<file path="src/rtl/fetch_xlate_stage_if.sv">
// Bundled PC-generator, MMU instruction-port, I-cache and replay signals for fetch_xlate_stage.
// The stage connects through the slave modport; its environment uses master.
interface fetch_xlate_stage_if;
  logic        req_valid;
  logic        req_ready;
  logic [31:0] req_vaddr;
  logic [31:0] mmu_vaddr;
  logic        mmu_en;
  logic [31:0] mmu_paddr;
  logic        mmu_uncached;
  logic        mmu_miss;
  logic        mmu_illegal;
  logic        mmu_tlb_invalid;
  logic        tlb_write;
  logic        flush;
  logic        out_valid;
  logic        out_ready;
  logic [31:0] out_vaddr;
  logic [31:0] out_paddr;
  logic        out_uncached;
  logic        out_exc;
  logic [4:0]  out_exccode;
  logic        out_refill;
  logic        replay_valid;
  logic [31:0] replay_vaddr;

  modport slave (
    input  req_valid, req_vaddr, mmu_paddr, mmu_uncached, mmu_miss, mmu_illegal,
           mmu_tlb_invalid, tlb_write, flush, out_ready,
    output req_ready, mmu_vaddr, mmu_en, out_valid, out_vaddr, out_paddr, out_uncached,
           out_exc, out_exccode, out_refill, replay_valid, replay_vaddr
  );

  modport master (
    output req_valid, req_vaddr, mmu_paddr, mmu_uncached, mmu_miss, mmu_illegal,
           mmu_tlb_invalid, tlb_write, flush, out_ready,
    input  req_ready, mmu_vaddr, mmu_en, out_valid, out_vaddr, out_paddr, out_uncached,
           out_exc, out_exccode, out_refill, replay_valid, replay_vaddr
  );
endinterface

</file>
<file path="src/rtl/fetch_xlate_stage.sv">
// Instruction-fetch translation stage: samples the MMU in the accept cycle, queues the result
// in a 2-entry FIFO for the I-cache, and holds issue after a faulting fetch until flush.
module fetch_xlate_stage #(
  parameter logic [4:0] EXC_ADEL = 5'h04,
  parameter logic [4:0] EXC_TLBL = 5'h02
) (
  input logic clk,
  input logic rst,
  fetch_xlate_stage_if.slave io
);

  typedef enum logic {ST_RUN = 1'b0, ST_EXC_HOLD = 1'b1} state_e;

  typedef struct packed {
    logic [31:0] vaddr;
    logic [31:0] paddr;
    logic        uncached;
    logic        exc;
    logic [4:0]  exccode;
    logic        refill;
  } entry_t;

  state_e            state_q, state_d;
  entry_t [1:0]      fifo_q, fifo_d;
  logic              rd_ptr_q, rd_ptr_d;
  logic              wr_ptr_q, wr_ptr_d;
  logic [1:0]        count_q, count_d;
  logic              replay_valid_q, replay_valid_d;
  logic [31:0]       replay_vaddr_q, replay_vaddr_d;

  logic   accept, pop, out_valid;
  entry_t new_entry, head;

  assign out_valid    = (count_q != 2'd0);
  assign io.req_ready = (count_q < 2'd2) && (state_q == ST_RUN) && !io.flush && !io.tlb_write;
  assign accept       = io.req_valid && io.req_ready;
  assign pop          = out_valid && io.out_ready;
  assign io.mmu_vaddr = io.req_vaddr;
  assign io.mmu_en    = accept;

  // Classification priority: address error beats refill beats invalid.
  always_comb begin
    new_entry          = '0;
    new_entry.vaddr    = io.req_vaddr;
    new_entry.paddr    = io.mmu_paddr;
    new_entry.uncached = io.mmu_uncached;
    if ((io.req_vaddr[1:0] != 2'b00) || io.mmu_illegal) begin
      new_entry.exc     = 1'b1;
      new_entry.exccode = EXC_ADEL;
    end else if (io.mmu_miss) begin
      new_entry.exc     = 1'b1;
      new_entry.exccode = EXC_TLBL;
      new_entry.refill  = 1'b1;
    end else if (io.mmu_tlb_invalid) begin
      new_entry.exc     = 1'b1;
      new_entry.exccode = EXC_TLBL;
    end
  end

  always_comb begin
    state_d        = state_q;
    fifo_d         = fifo_q;
    rd_ptr_d       = rd_ptr_q;
    wr_ptr_d       = wr_ptr_q;
    count_d        = count_q;
    replay_valid_d = 1'b0;
    replay_vaddr_d = replay_vaddr_q;
    if (io.flush || io.tlb_write) begin
      count_d  = 2'd0;
      rd_ptr_d = 1'b0;
      wr_ptr_d = 1'b0;
      state_d  = ST_RUN;
      // Replay the oldest translation the I-cache has not yet taken.
      if (!io.flush && count_q != 2'd0) begin
        if (!pop) begin
          replay_valid_d = 1'b1;
          replay_vaddr_d = fifo_q[rd_ptr_q].vaddr;
        end else if (count_q == 2'd2) begin
          replay_valid_d = 1'b1;
          replay_vaddr_d = fifo_q[~rd_ptr_q].vaddr;
        end
      end
    end else begin
      if (accept) begin
        fifo_d[wr_ptr_q] = new_entry;
        wr_ptr_d         = ~wr_ptr_q;
        if (new_entry.exc) state_d = ST_EXC_HOLD;
      end
      if (pop) rd_ptr_d = ~rd_ptr_q;
      count_d = count_q + {1'b0, accept} - {1'b0, pop};
    end
  end

  always_ff @(posedge clk or posedge rst) begin
    if (rst) begin
      state_q        <= ST_RUN;
      fifo_q         <= '0;
      rd_ptr_q       <= 1'b0;
      wr_ptr_q       <= 1'b0;
      count_q        <= 2'd0;
      replay_valid_q <= 1'b0;
      replay_vaddr_q <= '0;
    end else begin
      state_q        <= state_d;
      fifo_q         <= fifo_d;
      rd_ptr_q       <= rd_ptr_d;
      wr_ptr_q       <= wr_ptr_d;
      count_q        <= count_d;
      replay_valid_q <= replay_valid_d;
      replay_vaddr_q <= replay_vaddr_d;
    end
  end

  // Outputs are forced to zero whenever the FIFO is empty.
  assign head            = out_valid ? fifo_q[rd_ptr_q] : '0;
  assign io.out_valid    = out_valid;
  assign io.out_vaddr    = head.vaddr;
  assign io.out_paddr    = head.paddr;
  assign io.out_uncached = head.uncached;
  assign io.out_exc      = head.exc;
  assign io.out_exccode  = head.exccode;
  assign io.out_refill   = head.refill;
  assign io.replay_valid = replay_valid_q;
  assign io.replay_vaddr = replay_vaddr_q;

endmodule

</file>
<file path="src/flat_wrapper.sv">
// flat-port wrapper written by rule: the top's interface ports become plain ports
module fetch_xlate_stage_flat 
#(
  parameter logic [4:0] EXC_ADEL = 5'h04,
  parameter logic [4:0] EXC_TLBL = 5'h02
)
  (clk, rst, io_req_valid, io_req_vaddr, io_mmu_paddr, io_mmu_uncached, io_mmu_miss, io_mmu_illegal, io_mmu_tlb_invalid, io_tlb_write, io_flush, io_out_ready, io_req_ready, io_mmu_vaddr, io_mmu_en, io_out_valid, io_out_vaddr, io_out_paddr, io_out_uncached, io_out_exc, io_out_exccode, io_out_refill, io_replay_valid, io_replay_vaddr);
  fetch_xlate_stage_if io_i ();
  input logic clk;
  input logic rst;
  input wire logic [$bits(io_i.req_valid)-1:0] io_req_valid;
  input wire logic [$bits(io_i.req_vaddr)-1:0] io_req_vaddr;
  input wire logic [$bits(io_i.mmu_paddr)-1:0] io_mmu_paddr;
  input wire logic [$bits(io_i.mmu_uncached)-1:0] io_mmu_uncached;
  input wire logic [$bits(io_i.mmu_miss)-1:0] io_mmu_miss;
  input wire logic [$bits(io_i.mmu_illegal)-1:0] io_mmu_illegal;
  input wire logic [$bits(io_i.mmu_tlb_invalid)-1:0] io_mmu_tlb_invalid;
  input wire logic [$bits(io_i.tlb_write)-1:0] io_tlb_write;
  input wire logic [$bits(io_i.flush)-1:0] io_flush;
  input wire logic [$bits(io_i.out_ready)-1:0] io_out_ready;
  output wire logic [$bits(io_i.req_ready)-1:0] io_req_ready;
  output wire logic [$bits(io_i.mmu_vaddr)-1:0] io_mmu_vaddr;
  output wire logic [$bits(io_i.mmu_en)-1:0] io_mmu_en;
  output wire logic [$bits(io_i.out_valid)-1:0] io_out_valid;
  output wire logic [$bits(io_i.out_vaddr)-1:0] io_out_vaddr;
  output wire logic [$bits(io_i.out_paddr)-1:0] io_out_paddr;
  output wire logic [$bits(io_i.out_uncached)-1:0] io_out_uncached;
  output wire logic [$bits(io_i.out_exc)-1:0] io_out_exc;
  output wire logic [$bits(io_i.out_exccode)-1:0] io_out_exccode;
  output wire logic [$bits(io_i.out_refill)-1:0] io_out_refill;
  output wire logic [$bits(io_i.replay_valid)-1:0] io_replay_valid;
  output wire logic [$bits(io_i.replay_vaddr)-1:0] io_replay_vaddr;
  assign io_i.req_valid = io_req_valid;
  assign io_i.req_vaddr = io_req_vaddr;
  assign io_i.mmu_paddr = io_mmu_paddr;
  assign io_i.mmu_uncached = io_mmu_uncached;
  assign io_i.mmu_miss = io_mmu_miss;
  assign io_i.mmu_illegal = io_mmu_illegal;
  assign io_i.mmu_tlb_invalid = io_mmu_tlb_invalid;
  assign io_i.tlb_write = io_tlb_write;
  assign io_i.flush = io_flush;
  assign io_i.out_ready = io_out_ready;
  assign io_req_ready = io_i.req_ready;
  assign io_mmu_vaddr = io_i.mmu_vaddr;
  assign io_mmu_en = io_i.mmu_en;
  assign io_out_valid = io_i.out_valid;
  assign io_out_vaddr = io_i.out_vaddr;
  assign io_out_paddr = io_i.out_paddr;
  assign io_out_uncached = io_i.out_uncached;
  assign io_out_exc = io_i.out_exc;
  assign io_out_exccode = io_i.out_exccode;
  assign io_out_refill = io_i.out_refill;
  assign io_replay_valid = io_i.replay_valid;
  assign io_replay_vaddr = io_i.replay_vaddr;
  fetch_xlate_stage #(.EXC_ADEL(EXC_ADEL), .EXC_TLBL(EXC_TLBL)) u_core (.clk(clk), .rst(rst), .io(io_i));
endmodule
</file>
<file path="config.mk">
export PLATFORM = sky130hd
export DESIGN_NAME = fetch_xlate_stage_flat
export DESIGN_NICKNAME = d
export VERILOG_FILES = /design/src/rtl/fetch_xlate_stage_if.sv /design/src/rtl/fetch_xlate_stage.sv /design/src/flat_wrapper.sv
export SDC_FILE = /design/constraint.sdc
export NUM_CORES = 1
export LEC_CHECK = 0
export ABC_AREA = 1
export CORE_MARGIN = 2
export CORE_UTILIZATION = 64
export CTS_BUF_LIST = sky130_fd_sc_hd__clkbuf_2 sky130_fd_sc_hd__clkbuf_4 sky130_fd_sc_hd__clkbuf_8
export CTS_CLUSTER_DIAMETER = 120
export DETAILED_ROUTE_END_ITERATION = 8
export DONT_BUFFER_PORTS = 1
export GPL_TIMING_DRIVEN = 0
export PLACE_DENSITY = 0.82
export SYNTH_ARGS = -nofsm -noshare
export SYNTH_HDL_FRONTEND = slang
export SYNTH_SLANG_ARGS = --single-unit
export TNS_END_PERCENT = 20
</file>
<file path="constraint.sdc">
create_clock -name clk -period 7.7 [get_ports clk]
set_input_delay 1.155 -clock clk [delete_from_list [all_inputs] [get_ports clk]]
set_output_delay 1.155 -clock clk [all_outputs]
set_load 0.02 [all_outputs]
</file>
# [Yosys cells after proc, flatten, opt, wreduce, memory -nomap -nowiden]
# Cells that the tools add are included.
[word_totals] register_bits=182 input_bits=74 wordCells=77
[classes] n_addsub=2 n_lt_le_gt_ge=5 n_eq_ne=2 muxes=27 n_bitwise=4 reduce_logical=19
[op_table] operator="72-bit 2-to-1 mux" count=6
[op_table] operator="144-bit bitwise mux" count=1
[op_table] operator="72-bit demux with 1-bit select" count=1
[op_table] operator="32-bit 2-to-1 mux" count=2
[op_table] operator="6-bit 2-to-1 mux" count=3
[op_table] operator="1-bit 2-to-1 mux" count=13
[op_table] operator="2-bit nonzero test" count=5
[op_table] operator="1-bit logical AND" count=7
[op_table] operator="1-bit by 2-bit < comparator with 1-bit output (second input constant)" count=3
[op_table] operator="1-bit inverter" count=4
[op_table] operator="2-bit AND reduction" count=2
[op_table] operator="3-bit AND reduction" count=1
[op_table] operator="2-bit by 1-bit adder with 2-bit output" count=1
[op_table] operator="2-bit equality test (second input constant)" count=1
[op_table] operator="1-bit logical NOT" count=2
[op_table] operator="1-bit logical OR" count=2
[op_table] operator="2-bit < comparator (second input constant)" count=1
[op_table] operator="2-bit 2-to-1 mux" count=1
[op_table] operator="2-bit inequality test (second input constant)" count=1
[op_table] operator="2-bit by 1-bit subtractor with 2-bit output" count=1
[op_table] operator="1-bit greater-or-equal comparator (second input constant)" count=1

# [Depth between registers and ports, before layout]
[logic_depth] depth_word=8 depth_mapped=9

# [Worst setup path before layout]
# Ideal clock, no wire load.
[synth_timing] path_type="input-to-output" startpoint="input port io_flush" endpoint="output port io_mmu_en" arrival_ns=1.747 required_time_ns=6.545 path_slack_ns=4.798 path_stages=3 path_buffers=0 cell_sequence="nor2_2 > nand2_1 > nor2_1"
[synth_via] elab_chain_len=4
[synth_rtl] item="from (decl)" line_no="flat_wrapper.sv:19" text="input wire logic [$bits(io_i.flush)-1:0] io_flush;"
[synth_rtl] item="1-bit logical NOT" line_no="fetch_xlate_stage.sv:35" text="assign io.req_ready = (count_q < 2'd2) && (state_q == ST_RUN) && !io.flush && !io.tlb_write;"
[synth_rtl] item="1-bit logical AND (2 in a row)" line_no="fetch_xlate_stage.sv:35"
[synth_rtl] item="1-bit logical AND" line_no="fetch_xlate_stage.sv:36" text="assign accept = io.req_valid && io.req_ready;"
[synth_rtl] item="to (decl)" line_no="flat_wrapper.sv:23" text="output wire logic [$bits(io_i.mmu_en)-1:0] io_mmu_en;"
# No other way between the ends.

# [Final worst setup path]
[layout_timing] startpoint="register u_core.rd_ptr_q" endpoint="output port io_out_paddr[31]"
[layout_via] elab_chain_len=3
[layout_rtl] item="from (decl)" line_no="fetch_xlate_stage.sv:25" text="logic rd_ptr_q, rd_ptr_d;"
[layout_rtl] item="from (signal assigned)" line_no="fetch_xlate_stage.sv:106" text="rd_ptr_q <= rd_ptr_d;"
[layout_rtl] item="72-bit 2-to-1 mux (not written as such) (2 in a row)" line_no="fetch_xlate_stage.sv:115" text="assign head = out_valid ? fifo_q[rd_ptr_q] : '0;"
[layout_rtl] item="72-bit 2-to-1 mux" line_no="fetch_xlate_stage.sv:115"
[layout_rtl] item="to (decl)" line_no="flat_wrapper.sv:26" text="output wire logic [$bits(io_i.out_paddr)-1:0] io_out_paddr;"
# No other way between the ends. The select of a mux whose other input is x is not followed.

==> impl_results.md <==
* CTS clk-pin slew, worst paths at 90 ps
* Chip width at 122 um
* Pin count of the biggest net entering global routing at 134
* Post-Syn Area at 0.00894 mm2
* Leak pwr at 5.14 nW
* Max-cap viol count at 0
* Final setup fails at 0
* Worst Reg-to-Reg Cells at 9
* Post-Syn Area per Cell at 7.18 um2
* Post-CTS setup buffer count at 0
* Antenna Nets Post-Route at 0
* CTS hold repair buffers at 0
* Met2 wire len at 10800 um
* CTS max path bufs at 2
* Status: finished clean
* Crit path arrival time at 2280 ps
* Sequential element share of the synthesized area at 49.3%
* Post-cts resize count at 0
* Synthesis warning total at 0
* Area growth, synth to finish at 6.97%
* Starting Density at 64.9%
* WL met3 at 2150 um
* Crit-path max FO at 10
* Syn Inst Count at 1244
* Full die area at 0.0149 mm2
* Maximum vdd drop at 0.000145 V
* Row cnt at 43
* Crit path buf inv count at 4
* Grt ovf at 0
* Fin crit period at 3440 ps
* Max-slew violations at 0
* Placed standard-cell area at 0.00921 mm2
* Max H-tree Level at 4
* Drt first pass iters at 5
* Slew headroom at 52.6%
* Final Hold Fails at 0
* Worst Max-Slew Pin Slew at 711 ps
* Vias per cell at 5.35
* Pwr dens at 248 mW/mm2
* Hold path depth at 2
* Design area at 0.00956 mm2
* Vias at 7795
* DRT Wirelength at 22700 um
* Hold crit path type: register to register
* CP top delay family: buffers and inverters
* Metal-1 WL at 9310 um
* CP dominant cell by count: buf_2
* Core area at 0.0138 mm2
* Worst path depth at 6
* DP HPWL at 15800 um
* Setup WS post-layout at 4260 ps
* Boundary pin count at 214
* Max frequency at 291 MHz
* First-pass GRT wire length at 35500 um
* Initial antenna violation count at 0
* Clk_skew at 11.8 ps
* Most common cell after layout, fill and taps aside: nand2_1
* Overall Global Routing Usage at 31.1%
* Setup TNS at 0 ps
* Synth cell types at 23
* Most frequent cells in the layout: 690 x nand2_1, 176 x dfrtp_1, 96 x o21ai_0
* Clock sink total at 176
* Total CTS buffers at 17
* Vias in the first global route at 7244
* Worst-Skew Late Latency at 470 ps
* Reg area at 0.00440 mm2
* N_diodes at 0
* Port buffer count at 0
* Residual DRC count at 0
* Seq cells post-synth at 176
* Dominant cell type by area after synthesis: dfrtp_1
* CTS Root Cell: clkbuf_8
* Filler cells at 1229
* Multi-input gate area in the final layout at 0.00359 mm2
* Wire per inst at 15.6 um
* Final worst-path cycle share at 44.6%
* RSZ-0062 raised after global routing: false
* CP Cell Sequence: buf_2 -> buf_2 -> buf_2 -> buf_2 -> nand2_1 -> a21oi_1
* CP Capture Type: output port
* Die Height at 122 um
* Slowest cell on crit path: a21oi_1
* Highest routed layer: met4
* Initial DRC count at 560
* Synth top area cells: dfrtp_1 49%, nand2_1 29%, o21ai_0 5.4%
* Crit-path max cell delay at 450 ps
* RD Place Congestion at 0.820
* Setup crit start kind: register
* Share of the synthesized area in the top cell type at 49.3%
* Dpl ws at 4590 ps
* Nets at 1342
* CTS tree: yes
* Share of cells above drive strength 1 at 10.6%
* Crit Path Category: register to output port
* CP required at 6550 ps
-- final timing paths --
path	start	end	slack, ps
setup / recovery	u_core.rd_ptr_q	io_out_paddr[31]	4260
hold reg to reg	u_core.fifo_q[39]	u_core.fifo_q[39]	480
min in group asynchronous	rst	u_core.fifo_q[34]	510
hold / removal	u_core.fifo_q[39]	u_core.fifo_q[39]	480
setup reg to reg	u_core.count_q[1]	u_core.count_q[1]	5640
max in group asynchronous	rst	u_core.fifo_q[45]	6220
-- Yosys cell counts --
cell type  count
nor2_4         1
nand3_4        1
clkinv_1       1
clkbuf_2       2
nor2_1        25
buf_6          6
buf_4         35
a21oi_1       53
ha_1           2
nand4_2        1
clkbuf_1      14
xnor2_1        1
inv_2          4
xor2_1         1
o21ai_0       96
buf_2         47
inv_1         80
nor2_2         3
nand2_1      690
nor2_8         2
conb_1         1
dfrtp_1      176
nand3_1        2
-- worst min-delay path: stages (launching register included) --
cell and delay [ps]:
dfrtp_1 350, nand2_1 60, nand2_1 50
-- cell type report --
class	count	share of cell area, %
Buffer	104	6.57
Clock buffer	18	2.53
Clock inverter	13	1.19
Inverter	85	3.42
Multi-Input combinational cell	881	37.6
Sequential cell	176	46.1
Tap cell	180	2.36
Timing Repair Buffer	1	0.288
-- stage by stage --
step	util, %	instances	power, mW	hold WS (ps)
6_report	69.4	1458	2.37	478
3_3_place_gp	66.6	1426	1.76	453
2_1_floorplan	-	1246	1.68	442
4_1_cts	69.4	1458	2.38	478
3_5_place_dp	66.8	1427	1.79	458
5_1_grt	69.4	1458	2.52	495
-- cell families after synthesis --
logic type	after synthesis	synth area share, %
adder cells (fa/ha/maj)	2	0.280
AND/OR/NAND/NOR	725	31.3
other	1	0.0420
AO/OA/AOI/OAI	149	8.34
flip-flops	176	49.3
XOR/XNOR	2	0.196
buffers and inverters	189	10.6
-- per-layer routing --
metal | track usage, % | vias to the layer above
li1 | - | 3777
met1 | 39.6 | 3645
met2 | 49.9 | 335
met3 | 9.36 | 38
met4 | 12.9 | 0
met5 | 0 | -
-- sequential cells by signal, indices dropped and copies added, names as in the netlist --
signal	count
u_core.count_q	2
u_core.io.replay_valid	1
u_core.wr_ptr_q	1
u_core.state_q	1
u_core.fifo_q	138
u_core.rd_ptr_q	1
u_core.io.replay_vaddr	32
-- where the power goes --
group / switching (mW) / internal, mW / leakage, nW
Combinational: 0.287 / 0.162 / 2.75
Clock: 0.336 / 0.258 / 0.183
Sequential: 0.189 / 1.14 / 2.21
No activity file was read; power rests on OpenSTA's default activity.
